<file path="config.mk">
export PLATFORM = sky130hd
export DESIGN_NAME = io_uart_responder_flat
export DESIGN_NICKNAME = d
export VERILOG_FILES = /design/src/rtl/io_uart_responder_pkg.sv /design/src/rtl/io_uart_responder_if.sv /design/src/rtl/io_uart_responder_rx_core.sv /design/src/rtl/io_uart_responder.sv /design/src/flat_wrapper.sv
export SDC_FILE = /design/constraint.sdc
export NUM_CORES = 1
export LEC_CHECK = 0
export BUFFER_PORTS_ARGS = -buffer_cell sky130_fd_sc_hd__buf_2
export CORE_UTILIZATION = 45
export CTS_CLUSTER_SIZE = 28
export DETAILED_ROUTE_END_ITERATION = 8
export HOLD_SLACK_MARGIN = 0.1
export PLACE_DENSITY = 0.68
export RECOVER_POWER = 25
export SYNTH_ARGS = -nofsm -noshare
export SYNTH_HDL_FRONTEND = slang
export SYNTH_SLANG_ARGS = --single-unit
</file>
<file path="constraint.sdc">
create_clock -name clk -period 2.2 [get_ports clk]
set_clock_uncertainty 0.2 [all_clocks]
set_input_delay 0.44 -clock clk [delete_from_list [all_inputs] [get_ports clk]]
set_output_delay 0.44 -clock clk [all_outputs]
set_load 0.02 [all_outputs]
</file>
<file path="src/rtl/io_uart_responder_pkg.sv">
// Shared constants, FSM state encodings and read-word packing for the CPU IO UART responder.
package io_uart_responder_pkg;

  localparam int WORD        = 32;
  localparam int OVERRUN_BIT = 8;
  localparam int FERR_BIT    = 9;

  typedef enum logic [1:0] {TX_IDLE, TX_START, TX_DATA, TX_STOP} tx_state_e;
  typedef enum logic [1:0] {RX_IDLE, RX_START, RX_DATA, RX_STOP} rx_state_e;

  // Read word seen by the CPU: byte in [7:0], error flags just above it.
  function automatic logic [WORD-1:0] pack_read_word(input logic [7:0] rx_byte,
                                                     input logic       overrun,
                                                     input logic       frame_err);
    logic [WORD-1:0] w;
    w              = '0;
    w[7:0]         = rx_byte;
    w[OVERRUN_BIT] = overrun;
    w[FERR_BIT]    = frame_err;
    return w;
  endfunction

endpackage

</file>
<file path="src/rtl/io_uart_responder_if.sv">
// CPU memory-stage IO handshake between the CPU (master) and the UART responder (slave).
interface io_uart_responder_if;
  import io_uart_responder_pkg::*;

  // Handshake: start is a one-cycle write strobe, accepted only while busy=0
  // (otherwise dropped); ready stays high with data_to_t valid until the CPU
  // pulses clear, which consumes the byte and its error flags.
  logic            start;
  logic            clear;
  logic [WORD-1:0] t_data;
  logic            busy;
  logic            ready;
  logic [WORD-1:0] data_to_t;

  modport master (output start, clear, t_data, input busy, ready, data_to_t);
  modport slave  (input start, clear, t_data, output busy, ready, data_to_t);

endinterface

</file>
<file path="src/rtl/io_uart_responder_rx_core.sv">
// UART receiver: 2-flop synchronizer, mid-bit sampling FSM, registered byte with done/stop_ok.
module io_uart_responder_rx_core
  import io_uart_responder_pkg::*;
#(
  parameter int CLKS_PER_BIT = 868
) (
  input  logic      clk,
  input  logic      rst,
  input  logic      rx_serial,
  output logic      done,
  output logic      stop_ok,
  output logic [7:0] rx_byte,
  output rx_state_e rx_state_dbg
);

  localparam int              CNT_W    = $clog2(CLKS_PER_BIT);
  localparam logic [CNT_W-1:0] BIT_LAST = CNT_W'(CLKS_PER_BIT - 1);
  localparam logic [CNT_W-1:0] HALF     = CNT_W'(CLKS_PER_BIT / 2 - 1);

  logic             sync1, sync2, sync3;
  rx_state_e        state, state_n;
  logic [CNT_W-1:0] cnt, cnt_n;
  logic [2:0]       bit_idx, bit_idx_n;
  logic [7:0]       shift, shift_n;
  logic             done_n;

  // sync3 is only the previous sync2 value, used for falling-edge detection.
  always_ff @(posedge clk) begin
    if (rst) begin
      sync1 <= 1'b1;
      sync2 <= 1'b1;
      sync3 <= 1'b1;
    end else begin
      sync1 <= rx_serial;
      sync2 <= sync1;
      sync3 <= sync2;
    end
  end

  always_comb begin
    state_n   = state;
    cnt_n     = cnt + CNT_W'(1);
    bit_idx_n = bit_idx;
    shift_n   = shift;
    done_n    = 1'b0;
    case (state)
      RX_IDLE: begin
        cnt_n = '0;
        if (sync3 && !sync2) state_n = RX_START;
      end
      RX_START: begin
        if (cnt == HALF) begin
          cnt_n     = '0;
          bit_idx_n = '0;
          state_n   = sync2 ? RX_IDLE : RX_DATA;
        end
      end
      RX_DATA: begin
        if (cnt == BIT_LAST) begin
          cnt_n     = '0;
          shift_n   = {sync2, shift[7:1]};
          bit_idx_n = bit_idx + 3'd1;
          if (bit_idx == 3'd7) state_n = RX_STOP;
        end
      end
      RX_STOP: begin
        if (cnt == BIT_LAST) begin
          cnt_n   = '0;
          done_n  = 1'b1;
          state_n = RX_IDLE;
        end
      end
      default: state_n = RX_IDLE;
    endcase
  end

  always_ff @(posedge clk) begin
    if (rst) begin
      state   <= RX_IDLE;
      cnt     <= '0;
      bit_idx <= '0;
      shift   <= '0;
      done    <= 1'b0;
      stop_ok <= 1'b0;
      rx_byte <= '0;
    end else begin
      state   <= state_n;
      cnt     <= cnt_n;
      bit_idx <= bit_idx_n;
      shift   <= shift_n;
      done    <= done_n;
      if (done_n) begin
        rx_byte <= shift;
        stop_ok <= sync2;
      end
    end
  end

  assign rx_state_dbg = state;

endmodule

</file>
<file path="src/rtl/io_uart_responder.sv">
// CPU IO responder: CPU writes become UART TX frames, received UART bytes become a ready flag and read word.
module io_uart_responder
  import io_uart_responder_pkg::*;
#(
  parameter int CLKS_PER_BIT = 868
) (
  input  logic                clk,
  input  logic                rst,
  io_uart_responder_if.slave  cpu,
  input  logic                uart_rx,
  output logic                uart_tx,
  output tx_state_e           tx_state_dbg,
  output rx_state_e           rx_state_dbg
);

  localparam int              CNT_W    = $clog2(CLKS_PER_BIT);
  localparam logic [CNT_W-1:0] BIT_LAST = CNT_W'(CLKS_PER_BIT - 1);

  tx_state_e        tx_state, tx_state_n;
  logic [CNT_W-1:0] tx_cnt, tx_cnt_n;
  logic [2:0]       tx_bit, tx_bit_n;
  logic [7:0]       tx_shift, tx_shift_n;
  logic             tx_line_n;
  logic             busy_q;

  logic             unused_t_data;
  assign unused_t_data = ^cpu.t_data[WORD-1:8];

  always_comb begin
    tx_state_n = tx_state;
    tx_cnt_n   = tx_cnt + CNT_W'(1);
    tx_bit_n   = tx_bit;
    tx_shift_n = tx_shift;
    case (tx_state)
      TX_IDLE: begin
        tx_cnt_n = '0;
        if (cpu.start) begin
          tx_shift_n = cpu.t_data[7:0];
          tx_state_n = TX_START;
        end
      end
      TX_START: begin
        if (tx_cnt == BIT_LAST) begin
          tx_cnt_n   = '0;
          tx_bit_n   = '0;
          tx_state_n = TX_DATA;
        end
      end
      TX_DATA: begin
        if (tx_cnt == BIT_LAST) begin
          tx_cnt_n   = '0;
          tx_shift_n = {1'b0, tx_shift[7:1]};
          tx_bit_n   = tx_bit + 3'd1;
          if (tx_bit == 3'd7) tx_state_n = TX_STOP;
        end
      end
      TX_STOP: begin
        if (tx_cnt == BIT_LAST) begin
          tx_cnt_n   = '0;
          tx_state_n = TX_IDLE;
        end
      end
      default: tx_state_n = TX_IDLE;
    endcase

    // Line level is computed from the next state so the register lines up with it.
    case (tx_state_n)
      TX_START: tx_line_n = 1'b0;
      TX_DATA:  tx_line_n = tx_shift_n[0];
      default:  tx_line_n = 1'b1;
    endcase
  end

  always_ff @(posedge clk) begin
    if (rst) begin
      tx_state <= TX_IDLE;
      tx_cnt   <= '0;
      tx_bit   <= '0;
      tx_shift <= '0;
      uart_tx  <= 1'b1;
      busy_q   <= 1'b0;
    end else begin
      tx_state <= tx_state_n;
      tx_cnt   <= tx_cnt_n;
      tx_bit   <= tx_bit_n;
      tx_shift <= tx_shift_n;
      uart_tx  <= tx_line_n;
      busy_q   <= (tx_state_n != TX_IDLE);
    end
  end

  assign cpu.busy     = busy_q;
  assign tx_state_dbg = tx_state;

  logic       rx_done;
  logic       rx_stop_ok;
  logic [7:0] rx_byte;

  io_uart_responder_rx_core #(.CLKS_PER_BIT(CLKS_PER_BIT)) u_rx (
    .clk          (clk),
    .rst          (rst),
    .rx_serial    (uart_rx),
    .done         (rx_done),
    .stop_ok      (rx_stop_ok),
    .rx_byte      (rx_byte),
    .rx_state_dbg (rx_state_dbg)
  );

  logic       ready_q;
  logic       overrun_q;
  logic       frame_err_q;
  logic [7:0] byte_q;

  // A completion on the same edge as clear wins; clear only wipes the old flags first.
  always_ff @(posedge clk) begin
    if (rst) begin
      ready_q     <= 1'b0;
      overrun_q   <= 1'b0;
      frame_err_q <= 1'b0;
      byte_q      <= '0;
    end else if (rx_done) begin
      ready_q     <= 1'b1;
      byte_q      <= rx_byte;
      overrun_q   <= (cpu.clear ? 1'b0 : overrun_q) | (ready_q & ~cpu.clear);
      frame_err_q <= (cpu.clear ? 1'b0 : frame_err_q) | ~rx_stop_ok;
    end else if (cpu.clear) begin
      ready_q     <= 1'b0;
      overrun_q   <= 1'b0;
      frame_err_q <= 1'b0;
    end
  end

  assign cpu.ready     = ready_q;
  assign cpu.data_to_t = pack_read_word(byte_q, overrun_q, frame_err_q);

endmodule

</file>
<file path="src/flat_wrapper.sv">
// flat-port wrapper written by rule: the top's interface ports become plain ports
module io_uart_responder_flat import io_uart_responder_pkg::*;
#(
  parameter int CLKS_PER_BIT = 868
)
  (clk, rst, uart_rx, uart_tx, tx_state_dbg, rx_state_dbg, cpu_start, cpu_clear, cpu_t_data, cpu_busy, cpu_ready, cpu_data_to_t);
  io_uart_responder_if cpu_i ();
  input  logic clk;
  input  logic rst;
  input  logic uart_rx;
  output logic uart_tx;
  output tx_state_e tx_state_dbg;
  output rx_state_e rx_state_dbg;
  input wire logic [$bits(cpu_i.start)-1:0] cpu_start;
  input wire logic [$bits(cpu_i.clear)-1:0] cpu_clear;
  input wire logic [$bits(cpu_i.t_data)-1:0] cpu_t_data;
  output wire logic [$bits(cpu_i.busy)-1:0] cpu_busy;
  output wire logic [$bits(cpu_i.ready)-1:0] cpu_ready;
  output wire logic [$bits(cpu_i.data_to_t)-1:0] cpu_data_to_t;
  assign cpu_i.start = cpu_start;
  assign cpu_i.clear = cpu_clear;
  assign cpu_i.t_data = cpu_t_data;
  assign cpu_busy = cpu_i.busy;
  assign cpu_ready = cpu_i.ready;
  assign cpu_data_to_t = cpu_i.data_to_t;
  io_uart_responder #(.CLKS_PER_BIT(CLKS_PER_BIT)) u_core (.clk(clk), .rst(rst), .cpu(cpu_i), .uart_rx(uart_rx), .uart_tx(uart_tx), .tx_state_dbg(tx_state_dbg), .rx_state_dbg(rx_state_dbg));
endmodule
</file>
==> impl_metrics.py, run 1 <==
metrics = {
    "status": {
        "status": "completed",
    },
    "route": {
        "drt_wl_total_um": 5810,
        "ant_nets": 0,
        "viasPerCell": 4.95,
        "routedWlPerCell_um": 11.8,
        "dr.pass1.iters": 4,
        "vias": 2444,
        "drcViolationCount": 0,
        "drtIter0Drc": 103,
    },
    "hold_path": {
        "hp-class": "in -> reg",
        "hold_end": "u_core.tx_shift[7]",
        "hp-start": "cpu_t_data[7]",
        "hold_depth": 3,
    },
    "cts": {
        "clkLatencyLatePin_ns": 0.33,
        "clk_path_buf_depth": 2,
        "cts_buffers": 9,
        "cts.sinks": 72,
        "post_cts_buffers": 0,
        "cts_tree": "done",
        "path_clk_slew_ns": 0.07,
        "cts-root-buf": "clkbuf_8",
        "h-tree-depth": 3,
    },
    "layout": {
        "final_area_um2": 3710,
        "nets": 437,
        "final_cell_mix": "dfxtp_1, nor2_1, mux2i_1",
        "areaGrowthSynthToFinish_pct": 14.5,
        "multi_input_area_um2": 1620,
        "n_antenna_cell": 0,
        "final_cells": 494,
        "mostFrequentLayoutCell": "dfxtp_1",
        "fillers": 649,
        "seq_area_um2": 1440,
        "drive_gt1_share_pct": 15.1,
    },
    "global_routing": {
        "grt_pass1_vias": 2291,
        "overflow": 0,
        "grt_pass1_wl_um": 9980,
        "track_usage_pct": 16.7,
        "grt_antenna_before_repair": 0,
        "grt_start_max_net_pins": 24,
    },
    "power_and_ir_drop": {
        "leakage_uw": 0.00146,
        "ir_drop_mv": 0.349,
        "power_density_nw_per_um2": 712,
        "total_power_uw": 2640,
    },
    "critical_path": {
        "end_kind": "register",
        "r2r_start": "u_core.tx_cnt[1]",
        "critical_path.cell_chain": "ha_1 > or4b_1 > nor3_4 > o21ai_1 > a32o_1",
        "reg2regPathDepth": 5,
        "rr_endpoint": "u_core.tx_bit[2]",
        "worstSetupStartpointType": "register",
        "cp_slowest_cell": "or4b_1",
        "path_buf_inv": 0,
        "rrSetupSlack_ns": 0.08,
        "crit_start": "u_core.tx_cnt[1]",
        "critical_path_required_ns": 2.23,
        "crit_path_max_incr_delay_ns": 0.59,
        "arrival_ns": 2.14,
        "crit_fanout": 4,
        "crit_type": "reg -> reg",
        "crit_family": "simple AND/OR/NAND/NOR gates",
    },
    "placement": {
        "place_congestion": 0.799,
        "placed_cell_area_um2": 3470,
        "port_buffers": 29,
        "hpwl_um": 3990,
        "dp_cells": 476,
    },
    "synth": {
        "synth_area_per_cell_um2": 9.19,
        "yosysWarnings": 0,
        "netlist_instances": 353,
        "seq_area_frac_synth_pct": 44.4,
        "synth.cell_area_um2": 3250,
        "synth_ff_type": "dfxtp_1",
        "synth_seq_cells": 72,
        "ys_types": 48,
        "async_reset_ff_share_pct": 0,
        "synth_edf_count": 0,
    },
    "flow_run": {
        "cap_violations": 0,
    },
    "floorplanning": {
        "ios": 76,
        "start_util_pct": 47.2,
        "die_h_um": 86.9,
        "die_area_um2": 7560,
        "core_um2": 6870,
        "die_w_um": 86.9,
        "row_count": 30,
    },
    "sta": {
        "fin_setup_tns_ns": 0,
        "fin_crit_ns": 2.12,
        "hold_viol": 0,
        "finalCritPeriodShare_pct": 96.2,
        "tightest_slew_ns": 0.940,
        "finalSetupViolCount": 0,
        "slew_violations": 0,
        "whs_ns": 0.156,
        "fmax_mhz": 473,
        "slew_headroom_pct": 37.3,
        "rsz0062_at_grt": "yes",
    },
}
[flip-flops by register name (all words and copies together), names as in the netlist, 2 cells and up, named ones only]
register             flops
u_core.u_rx.cnt         10
u_core.tx_bit            3
u_core.tx_shift          8
u_core.u_rx.shift        8
u_core.tx_state_dbg      2
u_core.u_rx.bit_idx      3
u_core.byte_q            8
u_core.u_rx.rx_byte      8
u_core.tx_cnt           10
[area by class of cell]
| class | instances | area share (%) |
|---|---|---|
| clock buffer | 10 | 3.70 |
| clock inverter | 6 | 2.46 |
| tap | 96 | 3.23 |
| inverter | 7 | 0.707 |
| sequential | 72 | 38.8 |
| timing repair buffer | 47 | 7.58 |
| multi-input combinational | 256 | 43.5 |
[cell families after synthesis]
| family | share of synthesized area (%) |
|---|---|
| other | 0.116 |
| AND/OR/NAND/NOR | 22.4 |
| flip-flops | 44.4 |
| multiplexers | 8.64 |
| XOR/XNOR | 4.59 |
| buffers and inverters | 8.71 |
| AO/OA/AOI/OAI | 8.48 |
| adder cells (fa/ha/maj) | 2.70 |
[cells in the mapped netlist (3+ instances only)]
library cell  count  area [um2]
nand2_1          17        63.8
a21oi_1          13        65.1
buf_4            25         188
nor2_1           56         210
a22oi_1           8        60.1
nand3_1          20         100
nor2b_1           6        37.5
mux2i_1          28         280
xnor2_1           9        78.8
ha_1              7        87.6
nand2b_1          4        25.0
dfxtp_1          72        1440
nor3_1           11        55.1
inv_1             7        26.3
or3b_1            3        26.3
xor2_1            8        70.1
clkbuf_1         10        37.5
nand4_1           5        31.3
o21ai_0           4        20.0
[layer usage]
| layer | share of wire (%) | wire length (um) | vias to the layer above | track usage [%] |
|---|---|---|---|---|
| li1 | - | - | 1257 | - |
| met1 | 49 | 2840 | 1133 | 21.2 |
| met2 | 46 | 2660 | 46 | 26.9 |
| met3 | 3.9 | 226 | 8 | 4.08 |
| met4 | 1.5 | 87 | 0 | 7.42 |
| met5 | 0 | 0 | - | 0 |
[how the worst max path moves through the flow]
stage                     cells past startpoint  slack [ns]                   end
final                                         5        0.08      u_core.tx_bit[2]
after global routing                          5      0.0008      u_core.tx_bit[2]
after CTS                                     5        0.06      u_core.tx_bit[2]
after detailed placement                      5        0.08      u_core.tx_bit[2]
after global placement                        5        0.12      u_core.tx_bit[1]
after floorplan                               6        0.20  u_core.u_rx.shift[7]
[power breakdown]
| group | internal [uW] | switching, uW | total (uW) |
|---|---|---|---|
| logic | 44.1 | 91.7 | 136 |
| registers | 1320 | 15.8 | 1340 |
| clock network | 675 | 497 | 1170 |
| total | 2040 | 605 | 2640 |
[repair_timing]
action / CTS / global route
hold buffers: 2 / 0
endpoints found under the hold margin: 2 / 0
setup endpoints to repair: 0 / 6
resized for setup: 0 / 3
[through the flow]
stage	util, %	worst slack [ns]
finish	54.1	0.0840
global route	54.1	0.000802
CTS	54.1	0.0630
detailed placement	50.5	0.0751
global placement	50.5	0.120
floorplan	-	0.196
[tightest hold or removal path, cell delays in order]
cell and delay (ns):
buf_2 0.09, nand2_1 0.04, a21oi_1 0.06
Note: power is estimated with default switching activity, not from simulation.
==> run 2, diff against run 1 <==
--- a/config.mk
+++ b/config.mk
@@ -9,3 +9,2 @@
 export CORE_UTILIZATION = 45
-export CTS_CLUSTER_SIZE = 28
 export DETAILED_ROUTE_END_ITERATION = 8
@@ -14,2 +13,3 @@
 export RECOVER_POWER = 25
+export SLEW_MARGIN = 10
 export SYNTH_ARGS = -nofsm -noshare
==> constraint.sdc (replaced) <==
create_clock -name clk -period 2.2 [get_ports clk]
set_clock_uncertainty 0.2 [all_clocks]
set_input_delay 0.55 -clock clk [delete_from_list [all_inputs] [get_ports clk]]
set_output_delay 0.55 -clock clk [all_outputs]
set_load 0.02 [all_outputs]
==> impl_metrics.py, run 2 (same netlist as run 1, synthesis figures left out) <==
metrics = {
    "status": {
        "status": "completed",
    },
    "sta": {
        "hold_viol": 0,
        "finalCritPeriodShare_pct": 95.5,
        "rsz0062_at_grt": "no",
        "slew_headroom_pct": 59.5,
        "fmax_mhz": 476,
        "slew_violations": 0,
        "finalSetupViolCount": 0,
        "fin_setup_tns_ns": 0,
        "tightest_slew_ns": 0.608,
        "fin_crit_ns": 2.10,
    },
    "power_and_ir_drop": {
        "p_int_uw": 2120,
        "p_switching_uw": 608,
        "leakage_uw": 0.00146,
        "power_density_nw_per_um2": 732,
        "pwr-share-seq_pct": 49.1,
        "ir_drop_mv": 0.375,
        "sw_frac_of_total_pct": 22.3,
        "combPwrFrac_pct": 4.9,
        "power.share.clock_pct": 46.0,
    },
    "layout": {
        "final_cells": 495,
        "seq_area_um2": 1440,
        "drive_gt1_share_pct": 15.0,
        "postLayoutCoreUtil_pct": 54.2,
        "multi_input_area_um2": 1610,
        "mostFrequentLayoutCell": "dfxtp_1",
        "n_antenna_cell": 0,
        "fillers": 625,
        "areaGrowthSynthToFinish_pct": 14.7,
        "final_cell_mix": "dfxtp_1, nor2_1, mux2i_1",
        "nets": 438,
        "top_regs": "u_core.tx_cnt: 10 flops, u_core.u_rx.cnt: 10 flops",
    },
    "floorplanning": {
        "die_w_um": 86.9,
        "start_util_pct": 47.2,
        "die_h_um": 86.9,
        "row_count": 30,
        "ios": 76,
        "core_um2": 6870,
        "die_area_um2": 7560,
    },
    "cts": {
        "h-tree-depth": 3,
        "cts_buffers": 9,
        "cts-root-buf": "clkbuf_8",
        "cts.sinks": 72,
        "path_clk_slew_ns": 0.08,
        "clkLatencyLatePin_ns": 0.34,
        "clk_path_buf_depth": 2,
        "cts_tree": "done",
    },
    "placement": {
        "hpwl_um": 3920,
        "dp_cells": 479,
        "port_buffers": 29,
        "place_congestion": 0.816,
    },
    "critical_path": {
        "worstSetupStartpointType": "register",
        "crit_start": "u_core.tx_cnt[1]",
        "end_kind": "register",
        "r2r_start": "u_core.tx_cnt[1]",
        "crit_fanout": 3,
        "crit_type": "reg -> reg",
        "critical_path_required_ns": 2.25,
        "arrival_ns": 2.15,
    },
    "global_routing": {
        "grt_pass1_vias": 2193,
        "grt_pass1_wl_um": 9630,
        "grt_antenna_before_repair": 0,
        "track_usage_pct": 16.3,
        "overflow": 0,
        "grt_start_max_net_pins": 31,
    },
    "route": {
        "routedWlPerCell_um": 11.7,
        "drtIter0Drc": 152,
        "vias": 2441,
        "drt_wl_total_um": 5780,
        "viasPerCell": 4.93,
        "ant_nets": 0,
        "drcViolationCount": 0,
        "dr.pass1.iters": 4,
    },
    "flow_run": {
        "cap_violations": 0,
    },
    "hold_path": {
        "hp-start": "cpu_clear",
        "hp-class": "in -> reg",
    },
}
run 2: worst paths after layout:
| check | endpoint | cells past startpoint | slack (ns) |
|---|---|---|---|
| min | u_core.overrun_q | 2 | 0.19 |
| max | u_core.uart_tx | 6 | 0.1 |
| max reg2reg | u_core.uart_tx | 6 | 0.1 |
| min reg2reg | u_core.u_rx.sync2 | 1 | 0.21 |
run 2: metal layers:
layer / routed length [um] / vias to the layer above / GRT usage (%)
met3: 225 / 8 / 3.79
li1: - / 1256 / -
met4: 83 / 0 / 8.18
met5: 0 / - / 0
met2: 2550 / 51 / 25.5
met1: 2930 / 1126 / 21.0
run 2: area by class of cell:
type	count	share of cell area, %
tap	96	3.23
timing repair buffer	48	7.56
sequential	72	38.7
inverter	7	0.706
clock inverter	7	3.23
clock buffer	9	3.33
multi-input combinational	256	43.2
run 2: per-stage QoR:
stage / instance area, um2 / hold slack (ns) / setup WS [ns] / power, uW
finish: 3720 / 0.186 / 0.0998 / 2720
global placement: 3490 / 0.195 / 0.117 / 1500
floorplan: 3320 / 0.189 / 0.196 / 1490
CTS: 3730 / 0.176 / 0.0705 / 2750
detailed placement: 3490 / 0.198 / 0.101 / 1500
global route: 3720 / 0.178 / 0.0108 / 2830
run 2: power by group through the flow:
| stage | Sequential, uW | Combinational (uW) | Clock (uW) |
|---|---|---|---|
| 2_1_floorplan | 1370 | 121 | 0 |
| 3_3_place_gp | 1370 | 134 | 0 |
| 3_5_place_dp | 1370 | 135 | 0 |
| 4_1_cts | 1340 | 136 | 1280 |
| 5_1_grt | 1340 | 148 | 1340 |
| 6_report | 1340 | 133 | 1250 |
run 2: critical path, cell delays in order (launching register included):
cell and delay (ns):
dfxtp_1 0.35, ha_1 0.16, or4b_4 0.51, nor4_1 0.34, buf_4 0.17, a311oi_1 0.04, a22oi_1 0.23
run 2: what timing repair did:
action | in CTS | in global routing
hold endpoints to repair | 0 | 0
resized for setup | 0 | 2
buffers inserted | 0 | 0
hold buffers | 0 | 0
endpoints found under the setup margin | 0 | 8
==> run 3, diff against run 2 <==
Settings changed: GPL_TIMING_DRIVEN set to 0.
==> impl_metrics.py, run 3 (same netlist as run 1, synthesis figures left out) <==
metrics = {
    "cts": {
        "cts.sinks": 72,
        "cts_buffers": 9,
        "clkLatencyLatePin_ns": 0.34,
        "path_clk_slew_ns": 0.08,
        "h-tree-depth": 3,
        "cts_tree": "done",
        "cts-root-buf": "clkbuf_8",
        "cts_hold_buf": 0,
        "clk_path_buf_depth": 2,
    },
    "sta": {
        "fin_crit_ns": 2.10,
        "fin_setup_tns_ns": 0,
        "finalSetupViolCount": 0,
        "hold_viol": 0,
        "finalCritPeriodShare_pct": 95.5,
        "rsz0062_at_grt": "no",
        "slew_headroom_pct": 55.4,
        "tightest_slew_ns": 0.669,
        "slew_violations": 0,
        "fmax_mhz": 476,
    },
    "route": {
        "vias": 2490,
        "routedWlPerCell_um": 11.7,
        "dr.pass1.iters": 4,
        "drtIter0Drc": 114,
        "drcViolationCount": 0,
        "ant_nets": 0,
        "viasPerCell": 4.82,
        "drt_wl_total_um": 6030,
    },
    "placement": {
        "place_congestion": 0.811,
        "port_buffers": 29,
        "hpwl_um": 4150,
    },
    "hold_path": {
        "hp-class": "in -> reg",
    },
    "floorplanning": {
        "ios": 76,
        "die_h_um": 86.9,
        "row_count": 30,
        "core_um2": 6870,
        "die_area_um2": 7560,
        "start_util_pct": 47.2,
        "die_w_um": 86.9,
    },
    "power_and_ir_drop": {
        "p_int_uw": 2020,
        "p_switching_uw": 623,
        "sw_frac_of_total_pct": 23.5,
        "power.share.clock_pct": 43.4,
        "pwr-share-seq_pct": 50.5,
        "ir_drop_mv": 0.328,
        "combPwrFrac_pct": 6.1,
        "total_power_uw": 2650,
        "leakage_uw": 0.00155,
        "power_density_nw_per_um2": 680,
    },
    "global_routing": {
        "grt_antenna_before_repair": 0,
        "grt_pass1_wl_um": 10100,
        "track_usage_pct": 17.1,
        "grt_pass1_vias": 2281,
        "overflow": 0,
        "grt_start_max_net_pins": 14,
    },
    "flow_run": {
        "cap_violations": 0,
    },
    "critical_path": {
        "cp_common_cell": "buf_6",
        "critical_path_required_ns": 2.21,
        "critical_path.cell_chain": "or3b_1 > buf_6 > or4b_4 > buf_6 > mux2i_1 > nor2_1",
        "crit_type": "reg -> reg",
        "crit_fanout": 8,
        "crit_path_max_incr_delay_ns": 0.51,
        "arrival_ns": 2.11,
        "cp_slowest_cell": "or4b_4",
        "end_kind": "register",
        "crit_family": "simple AND/OR/NAND/NOR gates",
        "path_buf_inv": 2,
        "worstSetupStartpointType": "register",
    },
    "layout": {
        "fillers": 644,
        "n_antenna_cell": 0,
        "nets": 460,
        "multi_input_area_um2": 1680,
        "drive_gt1_share_pct": 19.0,
        "final_cell_mix": "dfxtp_1, nor2_1, buf_4, mux2i_1, conb_1",
        "top_regs": "u_core.tx_cnt: 10 flops, u_core.u_rx.cnt: 10 flops",
        "areaGrowthSynthToFinish_pct": 19.9,
        "seq_area_um2": 1440,
        "postLayoutCoreUtil_pct": 56.7,
        "mostFrequentLayoutCell": "dfxtp_1",
    },
    "status": {
        "status": "completed",
    },
}
[run 3: worst paths after layout]
kind,slack (ns),from,cells after the start,end
max,0.1,u_core.u_rx.cnt[2],6,u_core.u_rx.shift[0]
min,0.19,cpu_clear,2,u_core.overrun_q
max reg2reg,0.1,u_core.u_rx.cnt[2],6,u_core.u_rx.shift[0]
min reg2reg,0.21,u_core.u_rx.sync1,1,u_core.u_rx.sync2
[run 3: power groups by stage]
stage | sequential, uW | combinational [uW] | clock (uW)
2_1_floorplan | 1370 | 121 | 0
6_report | 1340 | 161 | 1150
3_3_place_gp | 1360 | 160 | 0
4_1_cts | 1330 | 161 | 1170
3_5_place_dp | 1360 | 161 | 0
5_1_grt | 1340 | 178 | 1240
[run 3: through the flow]
| step | cell area (um2) | hold WS [ns] | std cells | setup slack [ns] |
|---|---|---|---|---|
| 2_1_floorplan | 3320 | 0.189 | 374 | 0.196 |
| 3_3_place_gp | 3590 | 0.194 | 499 | -0.0150 |
| 3_5_place_dp | 3590 | 0.200 | 499 | -0.0506 |
| 4_1_cts | 3850 | 0.175 | 516 | -0.0325 |
| 5_1_grt | 3890 | 0.182 | 517 | 0.0203 |
| 6_report | 3890 | 0.186 | 517 | 0.0985 |
[run 3: repair_timing]
item                                    4_1_cts  5_1_grt
endpoints found under the setup margin       23       48
pin swaps                                     0        2
setup buffers                                 1        2
gates resized for setup                       3       10
[run 3: per-layer routing]
metal	global-route usage [%]	up-vias	routed length (um)
met2	26.6	55	2690
met5	0	-	0
met4	7.27	0	106
met3	3.51	12	248
met1	22.9	1122	2990
li1	-	1301	-
[run 3: final cells by class]
cell class / count / share of cell area, %
multi-input combinational: 256 / 43.0
sequential: 72 / 37.1
buffer: 38 / 6.49
timing repair buffer: 32 / 3.95
clock buffer: 9 / 3.18
tap: 96 / 3.09
clock inverter: 7 / 2.48
inverter: 7 / 0.675
